==> src/rtl/traffic_pkg.sv <==
// traffic_pkg: state encodings and lamp constants shared by the traffic-light controller and its display stage
package traffic_pkg;
  typedef enum logic [2:0] {
    S_MG     = 3'd0,
    S_MY     = 3'd1,
    S_SG     = 3'd2,
    S_SY     = 3'd3,
    S_NIGHT  = 3'd4,
    S_ALLRED = 3'd5
  } state_e;
  localparam logic [2:0] LAMP_R   = 3'b100;
  localparam logic [2:0] LAMP_Y   = 3'b010;
  localparam logic [2:0] LAMP_G   = 3'b001;
  localparam logic [2:0] LAMP_OFF = 3'b000;
endpackage

==> src/rtl/bin2bcd_99.sv <==
// bin2bcd_99: combinational 0..99 binary to two-digit BCD; in bin[6:0], out bcd[7:0]={tens,units}
module bin2bcd_99 (
  input  logic [6:0] bin,
  output logic [7:0] bcd
);
  assign bcd = {4'(bin / 7'd10), 4'(bin % 7'd10)};
endmodule

==> src/rtl/traffic_light_ctrl.sv <==
// traffic_light_ctrl: two-road light sequencer; in clkin, rst_N, tick_in, night_mode, emergency; out main_lamp, side_lamp, count_bcd, phase
module traffic_light_ctrl
  import traffic_pkg::*;
#(
  parameter logic [6:0] GREEN_MAIN = 7'd25,
  parameter logic [6:0] GREEN_SIDE = 7'd15,
  parameter logic [6:0] YELLOW     = 7'd3
) (
  input  logic       clkin,
  input  logic       rst_N,
  input  logic       tick_in,
  input  logic       night_mode,
  input  logic       emergency,
  output logic [2:0] main_lamp,
  output logic [2:0] side_lamp,
  output logic [7:0] count_bcd,
  output logic [2:0] phase
);
  state_e     state_q, state_d, nxt;
  logic [6:0] cnt_q, cnt_d;
  logic       flash_q, flash_d;
  logic       tick_d_q;
  logic       tick;
  logic [1:0] seq_nx;
  function automatic logic [6:0] dur(input state_e s);
    return (s == S_MY || s == S_SY) ? YELLOW : s == S_SG ? GREEN_SIDE : GREEN_MAIN;
  endfunction
  assign tick = tick_in & ~tick_d_q;
  always_comb begin
    seq_nx  = state_q[1:0] + 2'd1;
    nxt     = state_e'({1'b0, seq_nx});
    state_d = state_q;
    cnt_d   = cnt_q;
    flash_d = 1'b0;
    if (emergency) begin
      state_d = S_ALLRED;
      cnt_d   = '0;
    end else if (night_mode) begin
      state_d = S_NIGHT;
      cnt_d   = '0;
      flash_d = (state_q == S_NIGHT) & (flash_q ^ tick);
    end else if (state_q[2]) begin
      state_d = S_MG;
      cnt_d   = GREEN_MAIN;
    end else if (tick) begin
      state_d = cnt_q == 7'd1 ? nxt : state_q;
      cnt_d   = cnt_q == 7'd1 ? dur(nxt) : cnt_q - 7'd1;
    end
  end
  always_ff @(posedge clkin) begin
    tick_d_q <= tick_in;
    if (!rst_N) begin
      state_q <= S_MG;
      cnt_q   <= GREEN_MAIN;
      flash_q <= 1'b0;
    end else begin
      state_q <= state_d;
      cnt_q   <= cnt_d;
      flash_q <= flash_d;
    end
  end
  assign main_lamp = state_q == S_ALLRED ? LAMP_R :
                     state_q == S_NIGHT  ? {1'b0, flash_q, 1'b0} :
                     state_q == S_MG     ? LAMP_G :
                     state_q == S_MY     ? LAMP_Y : LAMP_R;
  assign side_lamp = state_q == S_ALLRED ? LAMP_R :
                     state_q == S_NIGHT  ? {1'b0, flash_q, 1'b0} :
                     state_q == S_SG     ? LAMP_G :
                     state_q == S_SY     ? LAMP_Y : LAMP_R;
  assign phase = state_q;
  bin2bcd_99 u_bcd (
    .bin(cnt_q),
    .bcd(count_bcd)
  );
endmodule

==> config.mk <==
export PLATFORM = sky130hd
export DESIGN_NAME = traffic_light_ctrl
export DESIGN_NICKNAME = d
export VERILOG_FILES = /design/src/rtl/traffic_pkg.sv /design/src/rtl/bin2bcd_99.sv /design/src/rtl/traffic_light_ctrl.sv
export SDC_FILE = /design/constraint.sdc
export NUM_CORES = 1
export LEC_CHECK = 0
export CORE_MARGIN = 2
export CORE_UTILIZATION = 40
export DETAILED_ROUTE_END_ITERATION = 12
export DONT_BUFFER_PORTS = 1
export GPL_TIMING_DRIVEN = 0
export PLACE_DENSITY = 0.56
export SYNTH_ARGS = -nofsm -noshare
export SYNTH_HDL_FRONTEND = slang
export SYNTH_SLANG_ARGS = --single-unit
==> constraint.sdc <==
create_clock -name clkin -period 2.65 [get_ports clkin]
set_input_delay 0.53 -clock clkin [delete_from_list [all_inputs] [get_ports clkin]]
set_output_delay 0.53 -clock clkin [all_outputs]
set_load 0.005 [all_outputs]
# Word level (Yosys, flattened, before mapping)
# Cells that the tools add are included.
# W data, S select, Z words.
# word_totals
register_bits,12
in_bits,5
output_inout_bits,17
wordCells,54
# op_classes
addsub,2
n_div,2
eq_ne,9
n_mux,20
bitwise,6
n_reduce_logical,8
# ops
op,count
$mux W3,10
$mux W5,6
$reduce_bool A4 Y1,2
$div A7 B4 Y7 const B,1
$eq A7 B1 Y1 const B,1
$mod A7 B4 Y7 const B,1
$mux W7,1
$sub A7 B1 Y7 const B,1
$eq A3 B2 Y1 const B,2
$eq A3 B3 Y1 const B,2
$mux W2,3
$eq A2 B2 Y1 const B,2
$reduce_and A2 Y1,2
$reduce_or A4 Y1,1
$eq A3 B1 Y1 const B,1
$logic_not A3 Y1,1
$not A1 Y1,3
$reduce_or A3 Y1,1
$add A2 B1 Y2 const B,1
$and A1 B1 Y1,2
$eq A2 B1 Y1 const B,1
$logic_or A1 B1 Y1,1
$xor A1 B1 Y1,1

# Logic depth before layout (Yosys ltp)
# logic_depth
word_depth,9
mapped_depth,10
depth_no_buf,9

# Hierarchy
# Synthesis repeated with hierarchy kept, for this count alone.
# unflattened
cells_unflattened,148
hier_area_um2,1211.2
# by_module_without_submodules
mod,instances,cells_per_inst,area_each_um2,seq_area_each_um2
traffic_light_ctrl,1,92,777.0,240.2
bin2bcd_99,1,56,434.2,0.0

# Least setup slack after synthesis
# OpenSTA, ideal clock, no wires.
# synth_path
path_kind,reg-to-output
startpoint,register cnt_q[3]
endpoint,output port count_bcd[2]
t_arrival_ns,1.996
required_time_ns,2.120
slack_ns,0.124
stages_incl_launch_ff,11
n_path_buf,1
cell_sequence,dfxtp_1 > buf_4 > nand2b_1 > xnor2_1 > a22oi_1 > o21a_1 > ha_1 > nand2_1 > a32oi_1 > nand4_2 > mux2i_1
# synth_via
elab_chain_cells,1
# synth_lines
element,line_no,rtl
"start, declared",traffic_light_ctrl.sv:20,"logic [6:0] cnt_q, cnt_d;"
"start signal, assigned",traffic_light_ctrl.sv:58,cnt_q <= cnt_d;
$mod A7 B4 Y7,bin2bcd_99.sv:6,"assign bcd = {4'(bin / 7'd10), 4'(bin % 7'd10)};"
"end, declared",traffic_light_ctrl.sv:16,"output logic [7:0] count_bcd,"
# No other way between the ends.

# Worst setup path after layout
# layout_path
startpoint,register cnt_q[4]
endpoint,output port count_bcd[2]
# Same word-level chain as after synthesis.

==> results.toml <==
[outcome]
outcome = "finished with violations"
violations = "negative setup slack"

[layout]
nets = 201
syn_to_final_growth_pct = 24.8
final_common_cell = "buf_4"
diodes = 0
final_layout_size_suffix_gt1_frac = 0.301
final_cell_mix = "buf_4 (14), nand2_1 (13), a21oi_1 (12), nor2_1 (12), ha_1 (11)"

[synthesis]
synth-edff-count = 0
synth_cell_types = 49
seq_area_frac_synth = 0.186
synth-main-ff-cell = "dfxtp_1"
yosys.area.top_type = "dfxtp_1"
ys_ff_latch = 12
syn_nets = 184
synth_top_cell_area_share = 0.186
synthTopCellsByArea = "dfxtp_1 (19%), ha_1 (12%), a21oi_1 (5.4%)"
syn_area_per_cell_um2 = 7.74
syn_area_um2 = 1290
synth-async-reset-ratio = 0
synthCells = 167
yosys_warnings = 0

[power_and_ir_drop]
powerDensity_nw_per_um2 = 330
total_power_w = 0.000532
leakage_nw = 0.633
irDropWorstVdd_mv = 0.162

[setup_path]
slowest_delay_ns = 0.37
worstSetupPathType = "reg -> out"
critPathBufInv = 0
crit_arrival_ns = 2.26
cpMaxStageDelayCell = "dfxtp_4"
critical-path-top-delay-family = "compound AO/OA/AOI/OAI gates"
critPathMaxFanout = 6
worst-endpoint-required_ns = 2.12
cp_cell_sequence = "and2b_2 > nor2_4 > a22oi_2 > o21a_1 > ha_4 > nand2_2 > a32oi_2 > nand4_4 > mux2i_1"
cp-start-kind = "flop"
critPathCaptureType = "primary output"

[die]
coreArea_um2 = 3050
die_w_um = 60.8
dieHeight_um = 60.8
rows = 20
dieArea_um2 = 3700
initial_core_util = 0.423
ios = 22

[clock_network]
cts_tree = "done"
htreeDepth = 1
cts_buffer_depth = 2
cts.sinks = 12
path_clk_slew_ns = 0.08
cts_root_buf = "clkbuf_4"
hold_buffers = 0
numCtsBuffers = 3
insertion_delay_ns = 0.27

[min_path]
hp-class = "in -> reg"

[global_routing]
grt_pass1_wl_um = 5440
gr-total-overflow = 0
grt_max_degree = 12
grt_usage = 0.196
grt_pass1_vias = 1208
antenna_found_initial = 0

[drt]
wl_per_cell_um = 15.0
post-route-drc-count = 0
ant_nets = 0
wirelength_um = 3410
dr_total_vias = 1248
avgViaCountPerCell = 5.50
first_pass_iters = 4
drtIter0Drc = 100

[job]
maxCapViolations = 0

[sta]
skew_ns = 0.00172
max_slew.worst_pin.slew_ns = 0.372
setup_viol = 2
period_share = 1.05
max_freq_mhz = 359
hold_violations = 0
period_minus_slack_ns = 2.79
rsz0062_at_grt = "true"
relSlewSlack = 0.751
setup_slack_ns = -0.138
report.final.slew_viol_count = 0

[placed_design]
port_buffers = 0
dp_hpwl_um = 2480
pre_cts_slack_ns = -0.202
gp_congestion = 0.872
==> final timing paths <==
check / slack [ns] / to / startpoint / cells after the start
worst min-delay path: 0.28 / tick_d_q / tick_in / 0
worst min register to register: 0.49 / cnt_q[1] / cnt_q[1] / 2
worst max-delay path: -0.14 / count_bcd[2] / cnt_q[4] / 9
worst max register to register: 0.74 / cnt_q[2] / cnt_q[1] / 7
==> power by group <==
| group | switching [W] | internal (W) | total [W] | leakage (nW) |
|---|---|---|---|---|
| Combinational | 0.0000982 | 0.0000877 | 0.000186 | 0.511 |
| Sequential | 0.0000109 | 0.000188 | 0.000199 | 0.101 |
| Clock | 0.0000636 | 0.0000834 | 0.000147 | 0.0210 |
| Total | 0.000173 | 0.000359 | 0.000532 | 0.633 |
==> layout make-up <==
class	instances	area (um2)
Sequential cell	12	251
Clock buffer	4	36.3
Buffer	11	86.3
Fill cell	298	1440
Multi-Input combinational cell	136	1050
Inverter	7	26.3
Tap cell	44	55.1
Timing Repair Buffer	13	110
==> flip-flops by register name, summed over array words and instances, names as in the netlist <==
signal    count
cnt_q         7
phase         3
flash_q       1
tick_d_q      1
==> per-stage QoR <==
| step | util | std cells | setup TNS, ns | cell area [um2] | hold WS [ns] |
|---|---|---|---|---|---|
| 3_3_place_gp | 0.441 | 211 | -0.326 | 1350 | 0.474 |
| 2_1_floorplan | - | 167 | 0 | 1290 | 0.456 |
| 3_5_place_dp | 0.441 | 211 | -0.383 | 1350 | 0.485 |
| 5_1_grt | 0.528 | 227 | -0.418 | 1610 | 0.255 |
| 4_1_cts | 0.492 | 221 | -0.267 | 1500 | 0.270 |
| 6_report | 0.528 | 227 | -0.214 | 1610 | 0.279 |
==> layer usage <==
metal	up-vias	wire [um]	global-route usage
met5	-	0	0
met4	0	41	0.0776
met3	4	137	0.0235
met2	32	1810	0.372
met1	590	1430	0.221
li1	622	-	-
==> cells by family after synthesis <==
kind of cell    after synthesis  share of synthesized area
compound gates               44                      0.228
xor+xnor                      7                     0.0474
fa+ha+maj                    12                      0.116
buf+inv                      19                     0.0784
flops                        12                      0.186
mux                           3                     0.0242
simple gates                 70                      0.319
==> synth_stat cells (2+ instances only) <==
library cell	n
a31oi_1	3
o22a_1	2
buf_6	2
o21a_1	3
or3_1	2
ha_1	12
xnor2_1	6
a211oi_1	2
o21ai_0	4
nor3_1	5
inv_1	6
and2b_1	3
nor2_1	13
nor4_1	2
a21oi_1	14
o22ai_1	2
o211ai_1	3
mux2i_1	2
buf_2	6
nand3b_1	2
buf_4	2
nor2b_1	11
nand3_1	3
nand2b_1	5
dfxtp_1	12
a22oi_1	3
clkbuf_1	2
nand2_1	14
==> worst register-to-register path: stages, from the launching register on <==
cell	delay, ns
dfxtp_1	0.34
inv_1	0.24
ha_1	0.23
nor4b_4	0.26
nand2_2	0.15
mux2_1	0.34
a22oi_1	0.19
nor2_1	0.05
==> repair_timing <==
action,CTS,global route
pin swaps,8,7
resized for setup,23,11
endpoints found under the setup margin,4,4
buffers inserted,7,6
No activity file was read; power rests on OpenSTA's default activity.
